--- config.mk ---
export PLATFORM = sky130hd
export DESIGN_NAME = mul_issue_flat
export DESIGN_NICKNAME = d
export VERILOG_FILES = /design/src/rtl/mul_issue_if.sv /design/src/rtl/mul_issue.sv /design/src/flat_wrapper.sv
export SDC_FILE = /design/constraint.sdc
export NUM_CORES = 1
export LEC_CHECK = 0
export ABC_AREA = 1
export CAP_MARGIN = 20
export CELL_PAD_IN_SITES_DETAIL_PLACEMENT = 1
export CELL_PAD_IN_SITES_GLOBAL_PLACEMENT = 1
export CORE_MARGIN = 3
export CORE_UTILIZATION = 31
export DETAILED_ROUTE_END_ITERATION = 10
export HOLD_SLACK_MARGIN = 0.06
export PLACE_DENSITY_LB_ADDON = 0.1
export SETUP_SLACK_MARGIN = 0.15
export SLEW_MARGIN = 25
export SYNTH_ARGS = -nofsm -noshare
export SYNTH_HDL_FRONTEND = slang
export SYNTH_SLANG_ARGS = --single-unit
export TNS_END_PERCENT = 100
--- constraint.sdc ---
create_clock -name clk -period 3.18 [get_ports clk]
set_input_delay 0.795 -clock clk [delete_from_list [all_inputs] [get_ports clk]]
set_output_delay 0.795 -clock clk [all_outputs]
set_load 0.03 [all_outputs]
--- src/rtl/mul_issue_if.sv ---
// mul_issue_if -- operation/result handshake bundle for mul_issue.
//
// Carries the upstream operation offer and the downstream result handshake.
//   master : the environment side (offers operations, consumes results)
//   slave  : the mul_issue side (accepts operations, produces results)
//
// Signals
//   in_valid  upstream offers an operation
//   in_ready  block accepts the operation this cycle
//   in_op     00 MUL, 01 MULH, 10 MULHSU, 11 MULHU
//   in_a/in_b 32-bit operands (in_a is the signed side of MULHSU)
//   in_tag    opaque tag returned with the result
//   out_valid result available
//   out_ready consumer takes the result this cycle
//   out_data  32-bit result
//   out_tag   tag of the operation that produced out_data
interface mul_issue_if #(
  parameter int TAG_W = 4
) ();

  logic             in_valid;
  logic             in_ready;
  logic [1:0]       in_op;
  logic [31:0]      in_a;
  logic [31:0]      in_b;
  logic [TAG_W-1:0] in_tag;

  logic             out_valid;
  logic             out_ready;
  logic [31:0]      out_data;
  logic [TAG_W-1:0] out_tag;

  modport master (
    output in_valid, in_op, in_a, in_b, in_tag, out_ready,
    input  in_ready, out_valid, out_data, out_tag
  );

  modport slave (
    input  in_valid, in_op, in_a, in_b, in_tag, out_ready,
    output in_ready, out_valid, out_data, out_tag
  );

endinterface

--- src/rtl/mul_issue.sv ---
// mul_issue -- two-stage issue/writeback wrapper around an external
// 32x32 signed multiplier.
//
// S1 registers the operation and drives the multiplier operands straight
// from its flops. The multiplier returns a 64-bit signed product
// combinationally; the result for the requested op is selected (with the
// unsigned high-word correction for MULHSU/MULHU) and captured into S2,
// which presents it on the result handshake.
//
// Ports
//   clk       single clock, rising edge
//   rst       synchronous active-high reset
//   bus       operation/result handshake (mul_issue_if.slave)
//   flush     discards every in-flight operation; blocks acceptance
//   mul_src1  operand a to the external multiplier (S1.a)
//   mul_src2  operand b to the external multiplier (S1.b)
//   mul_res   signed 64-bit product of mul_src1 * mul_src2
module mul_issue #(
  parameter int TAG_W = 4
) (
  input  logic        clk,
  input  logic        rst,
  mul_issue_if.slave  bus,
  input  logic        flush,
  output logic [31:0] mul_src1,
  output logic [31:0] mul_src2,
  input  logic [63:0] mul_res
);

  typedef enum logic [1:0] {
    OP_MUL    = 2'b00,
    OP_MULH   = 2'b01,
    OP_MULHSU = 2'b10,
    OP_MULHU  = 2'b11
  } op_e;

  // Stage 1: operation waiting on the multiplier
  logic             s1_valid;
  op_e              s1_op;
  logic [31:0]      s1_a;
  logic [31:0]      s1_b;
  logic [TAG_W-1:0] s1_tag;

  // Stage 2: result waiting on the consumer
  logic             s2_valid;
  logic [31:0]      s2_data;
  logic [TAG_W-1:0] s2_tag;

  // Handshake control
  logic s2_free;
  logic s1_adv;
  logic accept;
  logic retire;

  // Result selection
  logic [31:0] hi_signed;
  logic [31:0] corr_a;
  logic [31:0] corr_b;
  logic [31:0] result;

  // S2 can take a new result if it is empty or is being drained this edge.
  assign s2_free = !s2_valid || bus.out_ready;
  assign s1_adv  = s1_valid && s2_free;
  assign retire  = s2_valid && bus.out_ready;

  // Acceptance depends only on pipeline state and flush, never on in_valid,
  // so there is no combinational path from in_valid to in_ready.
  assign bus.in_ready = !flush && (!s1_valid || s2_free);
  assign accept       = bus.in_valid && bus.in_ready;

  assign mul_src1      = s1_a;
  assign mul_src2      = s1_b;
  assign bus.out_valid = s2_valid;
  assign bus.out_data  = s2_data;
  assign bus.out_tag   = s2_tag;

  // The multiplier treats both operands as signed. Reinterpreting an
  // operand with its top bit set as unsigned adds 2^32 * other operand to
  // the true product, i.e. the other operand to the high word.
  assign hi_signed = mul_res[63:32];
  assign corr_a    = s1_a[31] ? s1_b : 32'h0;
  assign corr_b    = s1_b[31] ? s1_a : 32'h0;

  // NOTE: every variable written in always_comb gets a default first so no
  // path through the block leaves it unassigned (which would infer a latch).
  always_comb begin
    result = mul_res[31:0];
    unique case (s1_op)
      OP_MUL:    result = mul_res[31:0];
      OP_MULH:   result = hi_signed;
      OP_MULHSU: result = hi_signed + corr_b;
      OP_MULHU:  result = hi_signed + corr_a + corr_b;
      default:   result = mul_res[31:0];
    endcase
  end

  // Control state plus the registers that are visible on output ports.
  // Operands and result are cleared so the multiplier inputs and out_data
  // read as zero from reset until the first operation is loaded.
  // NOTE: sequential state uses non-blocking assignments so every flop
  // samples pre-edge values regardless of statement order.
  always_ff @(posedge clk) begin
    if (rst) begin
      s1_valid <= 1'b0;
      s2_valid <= 1'b0;
      s1_a     <= 32'h0;
      s1_b     <= 32'h0;
      s2_data  <= 32'h0;
    end else if (flush) begin
      s1_valid <= 1'b0;
      s2_valid <= 1'b0;
    end else begin
      if (accept) begin
        s1_valid <= 1'b1;
        s1_a     <= bus.in_a;
        s1_b     <= bus.in_b;
      end else if (s1_adv) begin
        s1_valid <= 1'b0;
      end

      if (s1_adv) begin
        s2_valid <= 1'b1;
        s2_data  <= result;
      end else if (retire) begin
        s2_valid <= 1'b0;
      end
    end
  end

  // Op and tags are only meaningful while the matching valid bit is set,
  // so they carry no reset. Loading them during rst or flush is harmless
  // because the valid bits are cleared at the same edge.
  // NOTE: payload-only registers are left unreset; their valid bit guards them.
  always_ff @(posedge clk) begin
    if (accept) begin
      s1_op  <= op_e'(bus.in_op);
      s1_tag <= bus.in_tag;
    end
    if (s1_adv) begin
      s2_tag <= s1_tag;
    end
  end

endmodule

--- src/flat_wrapper.sv ---
// flat-port wrapper written by rule: the top's interface ports become plain ports
module mul_issue_flat 
#(
  parameter int TAG_W = 4
)
  (clk, rst, flush, mul_src1, mul_src2, mul_res, bus_in_valid, bus_in_op, bus_in_a, bus_in_b, bus_in_tag, bus_out_ready, bus_in_ready, bus_out_valid, bus_out_data, bus_out_tag);
  mul_issue_if #(.TAG_W(TAG_W)) bus_i ();
  input  logic clk;
  input  logic rst;
  input  logic flush;
  output logic [31:0] mul_src1;
  output logic [31:0] mul_src2;
  input  logic [63:0] mul_res;
  input wire logic [$bits(bus_i.in_valid)-1:0] bus_in_valid;
  input wire logic [$bits(bus_i.in_op)-1:0] bus_in_op;
  input wire logic [$bits(bus_i.in_a)-1:0] bus_in_a;
  input wire logic [$bits(bus_i.in_b)-1:0] bus_in_b;
  input wire logic [$bits(bus_i.in_tag)-1:0] bus_in_tag;
  input wire logic [$bits(bus_i.out_ready)-1:0] bus_out_ready;
  output wire logic [$bits(bus_i.in_ready)-1:0] bus_in_ready;
  output wire logic [$bits(bus_i.out_valid)-1:0] bus_out_valid;
  output wire logic [$bits(bus_i.out_data)-1:0] bus_out_data;
  output wire logic [$bits(bus_i.out_tag)-1:0] bus_out_tag;
  assign bus_i.in_valid = bus_in_valid;
  assign bus_i.in_op = bus_in_op;
  assign bus_i.in_a = bus_in_a;
  assign bus_i.in_b = bus_in_b;
  assign bus_i.in_tag = bus_in_tag;
  assign bus_i.out_ready = bus_out_ready;
  assign bus_in_ready = bus_i.in_ready;
  assign bus_out_valid = bus_i.out_valid;
  assign bus_out_data = bus_i.out_data;
  assign bus_out_tag = bus_i.out_tag;
  mul_issue #(.TAG_W(TAG_W)) u_core (.clk(clk), .rst(rst), .bus(bus_i), .flush(flush), .mul_src1(mul_src1), .mul_src2(mul_src2), .mul_res(mul_res));
endmodule
==> key figures, run 1 <==
Synth
  – Syn Inst Count: 1747
  – Largest family of logic cells by synthesized area: simple AND/OR/NAND/NOR gates
  – Mapped cell area: 10300 sq um
  – Number of synthesized flops with an enable pin: 10
  – Post-synth top cells: nand2_1, inv_1, nor2_1
  – Synth Area in Simple Gates: 0.405
  – Ys flop type: dfxtp_1
  – FF+latch count, synth: 108
  – Mux contribution to synthesized area: 0
  – Synth Area in Compound Gates: 0.109
  – Leading area contributor after synthesis: nand2_1
  – Syn_nets: 1980
  – Sequential element share of the synthesized area: 0.220
  – Synthesized area per cell: 5.89 sq um
  – Warnings, synthesis: 0
  – Post-synth cell types: 42
  – Post-Synth XOR/XNOR Area: 0.00426
  – Asr flop ratio synth: 0
  – Largest cells by area after synthesis: nand2_1, dfxtp_1, inv_1, nor2_1, ha_1
  – Most frequent cell after synthesis: nand2_1
  – Synth Area in Adders: 0.138
  – Area share of the largest cell type after synthesis: 0.202

Die
  – Core area: 32600 sq um
  – Die width: 188 microns
  – Die Span Y: 188 microns
  – Die area: 35400 sq um
  – Row Count: 66
  – I/O pins: 241
  – Starting Density: 0.315

STA
  – Slew Limit Fails: 0
  – # setup viols final: 0
  – Max Freq: 0.335 GHz
  – Worst-margin pin slew: 684 ps
  – Worst clock skew: 12.9 ps
  – Fin. Hold Viols: 0
  – Final worst path period need: 2990 ps
  – Slew headroom: 0.541
  – RSZ-0062 raised after global routing: true
  – Final period utilization: 0.939

Power and ir drop
  – Switching Fraction: 0.371
  – Leak pwr: 8.12 nW
  – PD cells: 278 nW/um^2
  – Max VDD drop: 302 uV
  – Pint: 0.00273 W
  – Comb power frac: 0.392
  – Reg power frac: 0.347
  – Overall Power: 0.00434 W
  – Net Sw Power: 0.00161 W
  – Clock Power Share: 0.261

Setup path
  – Crit path kind: primary input to flop
  – Critical path data required time: 3490 ps
  – Crit path max-delay family: adder cells
  – WP buf/inv: 2
  – Crit-path max FO: 5
  – Largest stage delay, worst path: 540 ps
  – Worst reg2reg startpoint: u_core.mul_src2[31]
  – Critical Path Slowest Stage Cell: fa_1
  – Critical-path cell list: clkdlybuf4s50_1, fa_1, ha_4, nand2_2, nor2_2, nand2_1, inv_1, nand3_2, nand3b_1, nand3_1, nand3_2, nand2_2, a21oi_2
  – Critical Path Sink Type: flop
  – Reg2reg end: u_core.bus.out_data[22]
  – Crit path launch type: primary input
  – Arrival @ worst endpoint: 3300 ps
  – R2R Setup Slk: 290 ps
  – Reg2reg path depth: 18

Finish
  – Multi-input gate area: 7450 sq um
  – Area growth from synthesis to layout: 51.7%
  – Layout fillers: 4321
  – Post-Layout Cell Count: 2592
  – Layout cells sized above 1: 0.195
  – Diodes inserted: 0
  – Register Area: 2270 sq um
  – Nets: 2378

Status
  – Outcome: finished, final reports clean

Detailed routing
  – Via/cell ratio: 4.83
  – Drt pass-1 iters: 5
  – Met2 wire len: 21.3 mm
  – Overall routed net length: 48.4 mm
  – # DRC: 0
  – DR vias: 12500
  – Routed len/inst: 18.7 microns
  – Top Layer Used: met5
  – DRT iter0 DRCs: 585
  – ANT nets after route: 0
  – Met1 WL: 23.0 mm
  – Metal3 WL: 3.08 mm

CTS
  – Clock tree sinks: 108
  – Clock-pin transition on the worst setup and hold timing paths: 80 ps
  – Clock Path Buffers: 2
  – CTS tree: built
  – TritonCTS buffer count: 9
  – Htree depth: 3
  – Worst skew pair latency: 380 ps
  – Clk root buf: clkbuf_16
  – Hold-fix buffers, CTS: 0

Job
  – Max Cap Viol: 0

GRT
  – Initial antenna violation count: 2
  – First-pass GRT wire length: 72.9 mm
  – Gr usage total: 0.266
  – Vias in the first global route: 12900
  – Largest net degree at the start of global routing: 73
  – GR Overflow Total: 0

Placement
  – Hpwl dp: 39.3 mm
  – RD Place Congestion: 0.928
  – IO buf count: 240
  – Placed cell count: 2564

Hold path
  – HP Start: u_core.s1_tag[0]
  – Worst Hold Depth: 0
  – Hold Path End: u_core.bus.out_tag[0]
  – Worst hold-check path type: flop to flop
==> cell type report <==
type,instances,area share
multi-input cells,1303,0.477
repair buffers,435,0.255
flip-flops and latches,108,0.145
inverters,288,0.0696
well taps,442,0.0355
clock buffers,11,0.0149
clock inverters,5,0.00233
==> how the worst max path moves through the flow <==
stage                         from  depth (start not counted)                      end
2_1_floorplan  u_core.mul_src2[31]                         19  u_core.bus.out_data[23]
3_5_place_dp           mul_res[33]                         13  u_core.bus.out_data[13]
5_1_grt                mul_res[59]                         13  u_core.bus.out_data[28]
6_report               mul_res[59]                         13  u_core.bus.out_data[28]
4_1_cts                mul_res[48]                         16  u_core.bus.out_data[28]
3_3_place_gp           mul_res[33]                         13  u_core.bus.out_data[13]
==> registers in the layout, summed over array words and instances (netlist names) <==
signal,flops
u_core.s1_valid,1
u_core.mul_src2,32
u_core.mul_src1,32
u_core.bus.out_tag,4
u_core.s1_op,2
u_core.s1_tag,4
u_core.bus.out_data,32
u_core.bus.out_valid,1
==> metal layers <==
metal  vias to the layer above  GRT usage
li1                       6210          -
met1                      5956      0.372
met2                       307      0.413
met3                        55     0.0595
met4                         4     0.0742
met5                         -          0
==> per-stage QoR <==
stage | setup TNS [ps] | utilization | cell area (sq um) | hold WS [ps] | setup WS (ps)
floorplan | 0 | - | 10300 | 400 | 161
global placement | -10710 | 0.445 | 14500 | 401 | -505
detailed placement | -12100 | 0.445 | 14500 | 406 | -609
CTS | 0 | 0.460 | 15000 | 424 | 129
global route | 0 | 0.478 | 15600 | 434 | 87.1
finish | 0 | 0.478 | 15600 | 423 | 193
==> cell usage in the layout, fill, tap and decap left out, drive strengths merged, types with 3 or more instances in the layout <==
master,instances
nand2,582
inv,288
nor2,254
clkdlybuf4s50,213
buf,194
o21ai,110
nand3,99
dfxtp,98
a21oi,92
ha,61
fa,33
nand4,18
clkbuf,15
dlygate4sd2,13
nor3,12
nand3b,11
dlymetal6s2s,10
edfxtp,10
or2,7
xnor2,3
and3,3
o21bai,3
clkinv,3
nor4,3
==> power by group through the flow <==
stage	logic (W)	registers (W)	clock network, W
finish	0.00170	0.00151	0.00113
global route	0.00183	0.00152	0.00122
floorplan	0.000618	0.00165	0
global placement	0.00152	0.00153	0
detailed placement	0.00154	0.00154	0
CTS	0.00159	0.00151	0.00118
==> repair_timing <==
action,in CTS,in global routing
setup buffers,2,9
resized for setup,58,134
pin swaps,8,47
endpoints found under the setup margin,28,27
gates cloned,0,1
==> cell families (layout without fill, tap and decap cells) <==
kind of cell / after synthesis / in the layout
AO/OA/AOI/OAI: 213 / 213
XOR/XNOR: 5 / 5
adder cells (fa/ha/maj): 94 / 94
buffers and inverters: 336 / 739
flip-flops: 108 / 108
AND/OR/NAND/NOR: 991 / 991
==> worst register-to-register path, delay by kind of cell (launching register included) <==
family / cells / cell delay (ps)
DFF: 1 / 380
buffers and inverters: 2 / 320
and+or+nand+nor: 12 / 1050
AOI/OAI and AO/OA: 2 / 260
adders and majority gates: 2 / 810
Note: power is estimated with default switching activity, not from simulation.
==> run 2: changes to the inputs <==
Settings changed: MAX_ROUTING_LAYER from default to met4.
==> key figures, run 2 (same netlist as run 1, synthesis figures left out) <==
STA
  – Slew headroom: 0.500
  – Worst-margin pin slew: 749 ps
  – RSZ-0062 raised after global routing: true
  – # setup viols final: 0
  – Final worst path period need: 2920 ps
  – Fin. Hold Viols: 0
  – Post-route setup slack: 260 ps
  – Min Hold Slack: 430 ps
  – Worst clock skew: 19.1 ps
  – Slew Limit Fails: 0
  – Max Freq: 0.342 GHz
  – Final period utilization: 0.918

Detailed routing
  – Via/cell ratio: 4.81
  – Drt pass-1 iters: 5
  – Overall routed net length: 47.4 mm
  – DRT iter0 DRCs: 598
  – # DRC: 0
  – ANT nets after route: 0
  – DR vias: 12400
  – Routed len/inst: 18.4 microns

Placement
  – Hpwl dp: 39.2 mm
  – IO buf count: 240
  – Post-place setup slack: -515 ps
  – RD Place Congestion: 0.930

Setup path
  – Crit path max-delay family: adder cells
  – Critical Path Slowest Stage Cell: fa_1
  – Crit path launch type: primary input
  – Crit path kind: primary input to flop
  – Critical-path cell list: dlygate4sd2_1, fa_1, ha_4, fa_2, buf_4, nand3_1, nand3_2, or2_2, nand3_1, nand4_1, nand2_1, a21oi_1
  – WP buf/inv: 2
  – Critical Path Sink Type: flop
  – Worst reg2reg startpoint: u_core.mul_src2[31]
  – Cell mode on critical path: nand3_1
  – Critical path data required time: 3450 ps
  – Largest stage delay, worst path: 510 ps
  – Arrival @ worst endpoint: 3190 ps
  – Crit path launch: mul_res[33]
  – Crit-path max FO: 4

Die
  – Die area: 35400 sq um
  – I/O pins: 241
  – Row Count: 66
  – Die width: 188 microns
  – Starting Density: 0.315
  – Die Span Y: 188 microns
  – Core area: 32600 sq um

GRT
  – First-pass GRT wire length: 72.3 mm
  – GR Overflow Total: 0
  – Largest net degree at the start of global routing: 72
  – Gr usage total: 0.272
  – Initial antenna violation count: 1
  – Vias in the first global route: 12900

CTS
  – Htree depth: 3
  – Clock-pin transition on the worst setup and hold timing paths: 100 ps
  – TritonCTS buffer count: 9
  – Worst skew pair latency: 390 ps
  – Clock Path Buffers: 2
  – Clk root buf: clkbuf_16
  – Hold-fix buffers, CTS: 0
  – Clock tree sinks: 108
  – CTS tree: built

Power and ir drop
  – PD cells: 291 nW/um^2
  – Overall Power: 0.00443 W
  – Clock Power Share: 0.293
  – Switching Fraction: 0.370
  – Pint: 0.00279 W
  – Reg power frac: 0.340
  – Max VDD drop: 446 uV
  – Leak pwr: 7.99 nW
  – Net Sw Power: 0.00164 W
  – Comb power frac: 0.367

Hold path
  – HP Start: u_core.s1_tag[0]
  – Worst hold-check path type: flop to flop

Status
  – Outcome: finished, final reports clean

Finish
  – Area growth from synthesis to layout: 48.4%
  – Nets: 2361
  – Layout cells sized above 1: 0.180
  – Most frequent cells in the layout: nand2_1, inv_1, nor2_1
  – Final core utilization: 0.468
  – Commonest non-fill, non-tap cell in the layout: nand2_1

Job
  – Max Cap Viol: 0
==> run 2: cell count changes in the layout (fill, tap and decap cells not counted), moves of 4 or more <==
cell and change:
buf_4 -11, nand3_1 +4, ha_1 +5, nand3_2 -5
buf_6 -4, a21oi_1 +4, ha_4 -8, nand2_2 -9
nand2_1 +12
==> run 2: final timing paths <==
path	to	slack, ps	cells past startpoint
max	u_core.bus.out_data[11]	260	12
min	u_core.bus.out_tag[0]	430	0
max reg2reg	u_core.bus.out_data[19]	320	17
min reg2reg	u_core.bus.out_tag[0]	430	0
==> run 2: what timing repair did <==
item | 4_1_cts | 5_1_grt
endpoints found under the setup margin | 27 | 27
buffers inserted | 2 | 4
pin swaps | 10 | 24
endpoints found under the hold margin | 0 | 0
gates resized for setup | 56 | 103
==> run 2: worst reg2reg max path: cells and delay by family (launching register included) <==
kind	cells	cell delay (ps)
AO/OA/AOI/OAI	1	120
adder cells (fa/ha/maj)	2	810
buffers and inverters	3	470
flip-flops	1	370
AND/OR/NAND/NOR	11	1020
==> run 2: layout make-up <==
cell class	count	area, sq um
repair buffers	418	3790
inverters	288	1080
well taps	442	553
clock buffers	9	225
multi-input cells	1303	7240
fillers	4349	17400
diodes	1	2.50
clock inverters	7	106
flip-flops and latches	108	2260
==> run 2: through the flow <==
step,instances,TNS [ps],instance area (sq um)
after floorplan,1747,0,10300
after global routing,2576,0,15300
final,2576,0,15300
after CTS,2571,0,14900
after global placement,2553,-9660,14400
after detailed placement,2553,-11170,14400
==> run 2: power by group through the flow <==
stage | clock, W | sequential (W) | combinational, W
after CTS | 0.00134 | 0.00151 | 0.00157
after global placement | 0 | 0.00153 | 0.00150
after global routing | 0.00138 | 0.00152 | 0.00177
after floorplan | 0 | 0.00165 | 0.000618
after detailed placement | 0 | 0.00154 | 0.00153
final | 0.00130 | 0.00151 | 0.00163
==> run 2: routing by layer <==
layer / up-vias / GRT usage / wire length [microns]
met5: - / - / 0
met4: 0 / 0.0522 / 721
met3: 35 / 0.0570 / 2910
met2: 280 / 0.422 / 21300
met1: 5914 / 0.368 / 22500
li1: 6172 / - / -
